[src/rtl/seg_scan_decoder.sv]
// Receive side of a multiplexed active-low seven-segment bus: decodes the lit
// position, debounces it over consecutive scans and rebuilds the 0-19 readout.
module seg_scan_decoder #(
  parameter int NUM_DIGITS   = 4,
  parameter int STABLE_SCANS = 2
) (
  input  logic                    clk,
  input  logic                    rst,
  input  logic                    sample_en,
  input  logic [NUM_DIGITS-1:0]   an,
  input  logic [6:0]              seg,
  output logic [4*NUM_DIGITS-1:0] digits,
  output logic [NUM_DIGITS-1:0]   digit_valid,
  output logic [4:0]              num_out,
  output logic                    num_valid,
  output logic                    update,
  output logic                    err_an,
  output logic                    err_seg
);

  localparam logic [2:0] STABLE = 3'(STABLE_SCANS);

  // Returns {valid, code}; blank decodes to code F.
  function automatic logic [4:0] decode(input logic [6:0] s);
    case (s)
      7'h40:   decode = 5'h10;
      7'h79:   decode = 5'h11;
      7'h24:   decode = 5'h12;
      7'h30:   decode = 5'h13;
      7'h19:   decode = 5'h14;
      7'h12:   decode = 5'h15;
      7'h02:   decode = 5'h16;
      7'h78:   decode = 5'h17;
      7'h00:   decode = 5'h18;
      7'h10:   decode = 5'h19;
      7'h7F:   decode = 5'h1F;
      default: decode = 5'h00;
    endcase
  endfunction

  logic [3:0]              cand_reg [NUM_DIGITS];
  logic [3:0]              cand_next[NUM_DIGITS];
  logic [2:0]              cnt_reg  [NUM_DIGITS];
  logic [2:0]              cnt_next [NUM_DIGITS];
  logic [4*NUM_DIGITS-1:0] digits_reg, digits_next;
  logic [NUM_DIGITS-1:0]   valid_reg, valid_next;
  logic [4:0]              num_reg, num_next;
  logic                    num_valid_reg, num_valid_next;
  logic                    update_reg, update_next;
  logic                    err_an_reg, err_an_next;
  logic                    err_seg_reg, err_seg_next;

  logic [NUM_DIGITS-1:0]   low;
  logic                    multi_low, one_low;
  logic [4:0]              dec;
  logic [2:0]              cnt_new;
  logic [3:0]              tens, units;
  logic                    num_ok;

  assign low       = ~an;
  // Clearing the lowest set bit leaves something only if two or more were set.
  assign multi_low = |(low & (low - NUM_DIGITS'(1)));
  assign one_low   = (|low) && !multi_low;
  assign dec       = decode(seg);

  always_comb begin
    cand_next    = cand_reg;
    cnt_next     = cnt_reg;
    digits_next  = digits_reg;
    valid_next   = valid_reg;
    update_next  = 1'b0;
    err_an_next  = sample_en && multi_low;
    err_seg_next = 1'b0;
    cnt_new      = 3'd0;
    for (int i = 0; i < NUM_DIGITS; i++) begin
      if (sample_en && one_low && !an[i]) begin
        if (!dec[4]) begin
          err_seg_next = 1'b1;
          cand_next[i] = 4'd0;
          cnt_next[i]  = 3'd0;
        end else begin
          if (dec[3:0] == cand_reg[i]) begin
            cnt_new = (cnt_reg[i] >= STABLE) ? STABLE : cnt_reg[i] + 3'd1;
          end else begin
            cand_next[i] = dec[3:0];
            cnt_new      = 3'd1;
          end
          cnt_next[i] = cnt_new;
          if (cnt_new == STABLE &&
              (!valid_reg[i] || digits_reg[4*i +: 4] != dec[3:0])) begin
            digits_next[4*i +: 4] = dec[3:0];
            valid_next[i]         = 1'b1;
            update_next           = 1'b1;
          end
        end
      end
    end

    // Readout tracks the next committed digits so it lands in the same cycle.
    tens   = digits_next[7:4];
    units  = digits_next[3:0];
    num_ok = (&valid_next[1:0]) && (tens <= 4'd1 || tens == 4'hF) && (units <= 4'd9);
    num_valid_next = num_ok;
    if (!num_ok)
      num_next = 5'd0;
    else if (tens == 4'd1)
      num_next = 5'd10 + {1'b0, units};
    else
      num_next = {1'b0, units};
  end

  always_ff @(posedge clk) begin
    if (rst) begin
      for (int i = 0; i < NUM_DIGITS; i++) begin
        cand_reg[i] <= 4'd0;
        cnt_reg[i]  <= 3'd0;
      end
      digits_reg    <= '0;
      valid_reg     <= '0;
      num_reg       <= 5'd0;
      num_valid_reg <= 1'b0;
      update_reg    <= 1'b0;
      err_an_reg    <= 1'b0;
      err_seg_reg   <= 1'b0;
    end else begin
      for (int i = 0; i < NUM_DIGITS; i++) begin
        cand_reg[i] <= cand_next[i];
        cnt_reg[i]  <= cnt_next[i];
      end
      digits_reg    <= digits_next;
      valid_reg     <= valid_next;
      num_reg       <= num_next;
      num_valid_reg <= num_valid_next;
      update_reg    <= update_next;
      err_an_reg    <= err_an_next;
      err_seg_reg   <= err_seg_next;
    end
  end

  assign digits      = digits_reg;
  assign digit_valid = valid_reg;
  assign num_out     = num_reg;
  assign num_valid   = num_valid_reg;
  assign update      = update_reg;
  assign err_an      = err_an_reg;
  assign err_seg     = err_seg_reg;

endmodule

[config.mk]
export PLATFORM = sky130hd
export DESIGN_NAME = seg_scan_decoder
export DESIGN_NICKNAME = d
export VERILOG_FILES = /design/src/rtl/seg_scan_decoder.sv
export SDC_FILE = /design/constraint.sdc
export NUM_CORES = 1
export LEC_CHECK = 0
export CAP_MARGIN = 20
export CORE_ASPECT_RATIO = 0.75
export CORE_MARGIN = 4
export CORE_UTILIZATION = 50
export DETAILED_ROUTE_END_ITERATION = 16
export HOLD_SLACK_MARGIN = 0.12
export PLACE_DENSITY = 0.75
export SYNTH_ARGS = -nofsm -noshare
export SYNTH_HDL_FRONTEND = slang
export SYNTH_SLANG_ARGS = --single-unit
export TNS_END_PERCENT = 100
[constraint.sdc]
create_clock -name clk -period 4.67 [get_ports clk]
set_clock_uncertainty 0.05 [all_clocks]
set_input_delay 0.7005 -clock clk [delete_from_list [all_inputs] [get_ports clk]]
set_output_delay 0.7005 -clock clk [all_outputs]
set_load 0.01 [all_outputs]
==> flow_metrics.py <==
metrics = {
    "outcome": {
        "outcome": "finished clean",
    },
    "route": {
        "routed-wl-met2_mm": 3.25,
        "via_count": 2718,
        "number_of_drc_violations_after_detailed_routing_iteration_0": 154,
        "route.final.wire_length_mm": 7.26,
        "top_layer_used": "met4",
        "met3_length_um": 411,
        "viasPerCell": 5.56,
        "route.antenna.remaining_nets": 0,
        "met1Wirelength_mm": 3.53,
        "routed_wire_length_per_instance_um": 14.8,
        "drt_drc_violations_left": 0,
        "dr.pass1.iters": 4,
    },
    "worst_setup_path": {
        "critPathCaptureType": "flip-flop",
        "crit_arrival_ps": 4400,
        "rr_worst_depth": 7,
        "wp_data_required_ps": 4890,
        "cp_cell_sequence": "clkdlybuf4s50_1 > or3b_2 > a211oi_1 > or3_1 > xor2_1 > or4_1 > nand4_4 > mux2i_1 > inv_1 > ha_1 > or3b_1 > a21oi_1",
        "critPathLaunchType": "primary input",
        "crit_path_max_fanout": 11,
        "crit_path_max_incr_delay_ps": 560,
        "slowest_stage": "sky130_fd_sc_hd__clkdlybuf4s50_1",
        "worst-setup-path-type": "in2reg",
    },
    "sta": {
        "hold_violations": 0,
        "setup_viol": 0,
        "fmaxAchievable_mhz": 239,
        "layout_min_cycle_time_ps": 4180,
        "slew-limit-headroom_pct": 53.2,
        "rsz0062_at_grt": "no",
        "setup_total_negative_slack_ps": 0,
        "worst_slew_pin_slew_ps": 701,
        "post-route-period-util_pct": 89.4,
        "final_max_slew_viol_count": 0,
    },
    "synthesis": {
        "netlist-cell-type-count": 58,
        "post_synth.cell_area_avg_um2": 8.93,
        "synth.net_count": 380,
        "ys_seq_area_share_pct": 35.6,
        "yosysWarningCount": 0,
        "synth-main-ff-cell": "sky130_fd_sc_hd__dfxtp_1",
        "syn_area_um2": 3200,
        "synthesis.instances": 359,
        "synth_async_sr_flop_share_pct": 0,
        "number_of_flops_mapped_to_enable_cells_by_yosys": 0,
        "ys_seq_elements": 57,
    },
    "cts": {
        "post-cts-setup-buffers": 0,
        "cts_hold_repair.buffers": 0,
        "cts-buffers-inserted": 9,
        "cts_resized": 0,
        "ctsRootBufferMaster": "sky130_fd_sc_hd__clkbuf_8",
        "h-tree-depth": 3,
        "tritoncts": "yes",
        "clkSinkCount": 57,
        "cts.path.max_buffers": 2,
        "clk_lat_worst_skew_ps": 350,
        "cts.clk_slew.worst_paths_ps": 70,
    },
    "flow_run": {
        "drv_cap": 0,
    },
    "floorplanning": {
        "chipWidth_um": 100,
        "coreArea_um2": 6010,
        "num_rows": 24,
        "die_height_um": 77.3,
        "initial_core_util_pct": 53.4,
        "io_pins": 43,
        "die_area_um2": 7770,
    },
    "layout": {
        "drive_above_1_share_pct": 11.9,
        "diodes": 0,
        "n_fill_cell": 497,
        "final_design_area_no_fill_um2": 3910,
        "area.growth.synth_to_final_pct": 22.1,
        "nets_final": 427,
    },
    "placement": {
        "detailed_place_hpwl_mm": 5.19,
        "finalWeightedCongestion": 0.816,
        "total_cell_area_at_the_placement_stage_um2": 3720,
        "buffer_ports.inserted": 42,
    },
    "power": {
        "static-leakage-power_nw": 1.65,
        "ir_worst_vdd_v": 0.000159,
        "pwr_density_cell_nw_per_um2": 264,
    },
    "grt": {
        "first_global_vias": 2638,
        "antenna_violations_before_repair": 0,
        "first_pass_grt_wire_length_mm": 12.4,
        "largest_net_degree_at_the_start_of_global_routing": 52,
        "global_route.usage.total_pct": 19.5,
        "grt_remaining_overflow": 0,
    },
    "hold_path": {
        "worstHoldPathType": "reg2reg",
        "worstHoldPathCells": 2,
    },
}
[critical path: cells and delay by family]
kind,cells,cell delay (ps)
adder cells (fa/ha/maj),1,200
XOR/XNOR,1,100
multiplexers,1,340
AND/OR/NAND/NOR,5,1940
AO/OA/AOI/OAI,2,470
buffers and inverters,2,640
[area by class of cell]
type	count	area (µm²)	area share (%)
clock buffer	11	141	3.61
clock inverter	5	55.1	1.41
inverter	9	33.8	0.863
multi-input combinational	273	1920	49.0
sequential	57	1140	29.2
tap	78	97.6	2.49
timing repair buffer	56	526	13.4
[metal layers]
layer / global-route usage, % / vias up
met5: 0 / -
met2: 30.0 / 62
met1: 27.5 / 1278
met4: 4.85 / 0
met3: 4.84 / 7
li1: - / 1371
[layout by cell type, fill, tap and decap left out, types with 3 or more instances in the layout]
| master | instances |
|---|---|
| sky130_fd_sc_hd__nor2_1 | 64 |
| sky130_fd_sc_hd__dfxtp_1 | 57 |
| sky130_fd_sc_hd__clkdlybuf4s50_1 | 42 |
| sky130_fd_sc_hd__mux2i_1 | 27 |
| sky130_fd_sc_hd__xnor2_1 | 17 |
| sky130_fd_sc_hd__a21oi_1 | 16 |
| sky130_fd_sc_hd__nor3_1 | 16 |
| sky130_fd_sc_hd__nand2_1 | 15 |
| sky130_fd_sc_hd__buf_4 | 14 |
| sky130_fd_sc_hd__xor2_1 | 12 |
| sky130_fd_sc_hd__clkbuf_8 | 10 |
| sky130_fd_sc_hd__inv_1 | 9 |
| sky130_fd_sc_hd__o21ai_0 | 9 |
| sky130_fd_sc_hd__ha_1 | 7 |
| sky130_fd_sc_hd__or4_1 | 6 |
| sky130_fd_sc_hd__nand3_1 | 6 |
| sky130_fd_sc_hd__nand4_1 | 5 |
| sky130_fd_sc_hd__o31ai_1 | 5 |
| sky130_fd_sc_hd__a32oi_1 | 5 |
| sky130_fd_sc_hd__nand3b_1 | 4 |
| sky130_fd_sc_hd__nor4_1 | 4 |
| sky130_fd_sc_hd__or3_1 | 3 |
| sky130_fd_sc_hd__a211oi_1 | 3 |
| sky130_fd_sc_hd__nor2b_1 | 3 |
| sky130_fd_sc_hd__and2_1 | 3 |
| sky130_fd_sc_hd__a22oi_1 | 3 |
| sky130_fd_sc_hd__o211ai_1 | 3 |
[path summary, 6_finish.rpt]
path	startpoint	to	slack, ps
hold reg to reg	digit_valid[2]	digit_valid[2]	430
setup reg to reg	cand_reg[9]	num_out[3]	1860
hold / removal	digit_valid[2]	digit_valid[2]	430
setup / recovery	seg[2]	num_out[3]	490
[report_power, final]
part | internal [mW] | switching (mW) | leakage [nW]
Combinational | 0.0375 | 0.0498 | 1.09
Clock | 0.259 | 0.198 | 0.0953
Sequential | 0.489 | 0.00148 | 0.459
[through the flow]
| step | worst slack, ps | hold WS, ps | instances | power [mW] | util, % |
|---|---|---|---|---|---|
| 2_1_floorplan | 883 | 409 | 359 | 0.556 | - |
| 3_3_place_gp | 279 | 409 | 473 | 0.586 | 61.9 |
| 3_5_place_dp | 157 | 422 | 473 | 0.588 | 61.9 |
| 4_1_cts | 499 | 429 | 489 | 1.04 | 65.2 |
| 5_1_grt | 195 | 440 | 489 | 1.07 | 65.2 |
| 6_report | 494 | 428 | 489 | 1.03 | 65.2 |
[cells by family after synthesis]
logic type,Yosys count,share of synthesized area (%)
DFF,57,35.6
buffers and inverters,29,4.72
muxes,29,9.25
adders and majority gates,8,3.05
AOI/OAI and AO/OA,56,12.7
and+or+nand+nor,148,24.9
xor gates and xnor gates,32,9.80
[cells in the mapped netlist, types with 6 or more instances]
master                     number  area (µm²)
sky130_fd_sc_hd__nor2_1        64         240
sky130_fd_sc_hd__o21ai_0        9        45.0
sky130_fd_sc_hd__mux2i_1       27         270
sky130_fd_sc_hd__nand3_1        6        30.0
sky130_fd_sc_hd__dfxtp_1       57        1140
sky130_fd_sc_hd__or4_1          6        45.0
sky130_fd_sc_hd__nor3_1        16        80.1
sky130_fd_sc_hd__xor2_1        12         105
sky130_fd_sc_hd__nand2_1       15        56.3
sky130_fd_sc_hd__clkbuf_1      12        45.0
sky130_fd_sc_hd__a21oi_1       16        80.1
sky130_fd_sc_hd__xnor2_1       17         149
sky130_fd_sc_hd__ha_1           7        87.6
sky130_fd_sc_hd__inv_1          9        33.8
No activity file was read; power rests on OpenSTA's default activity.
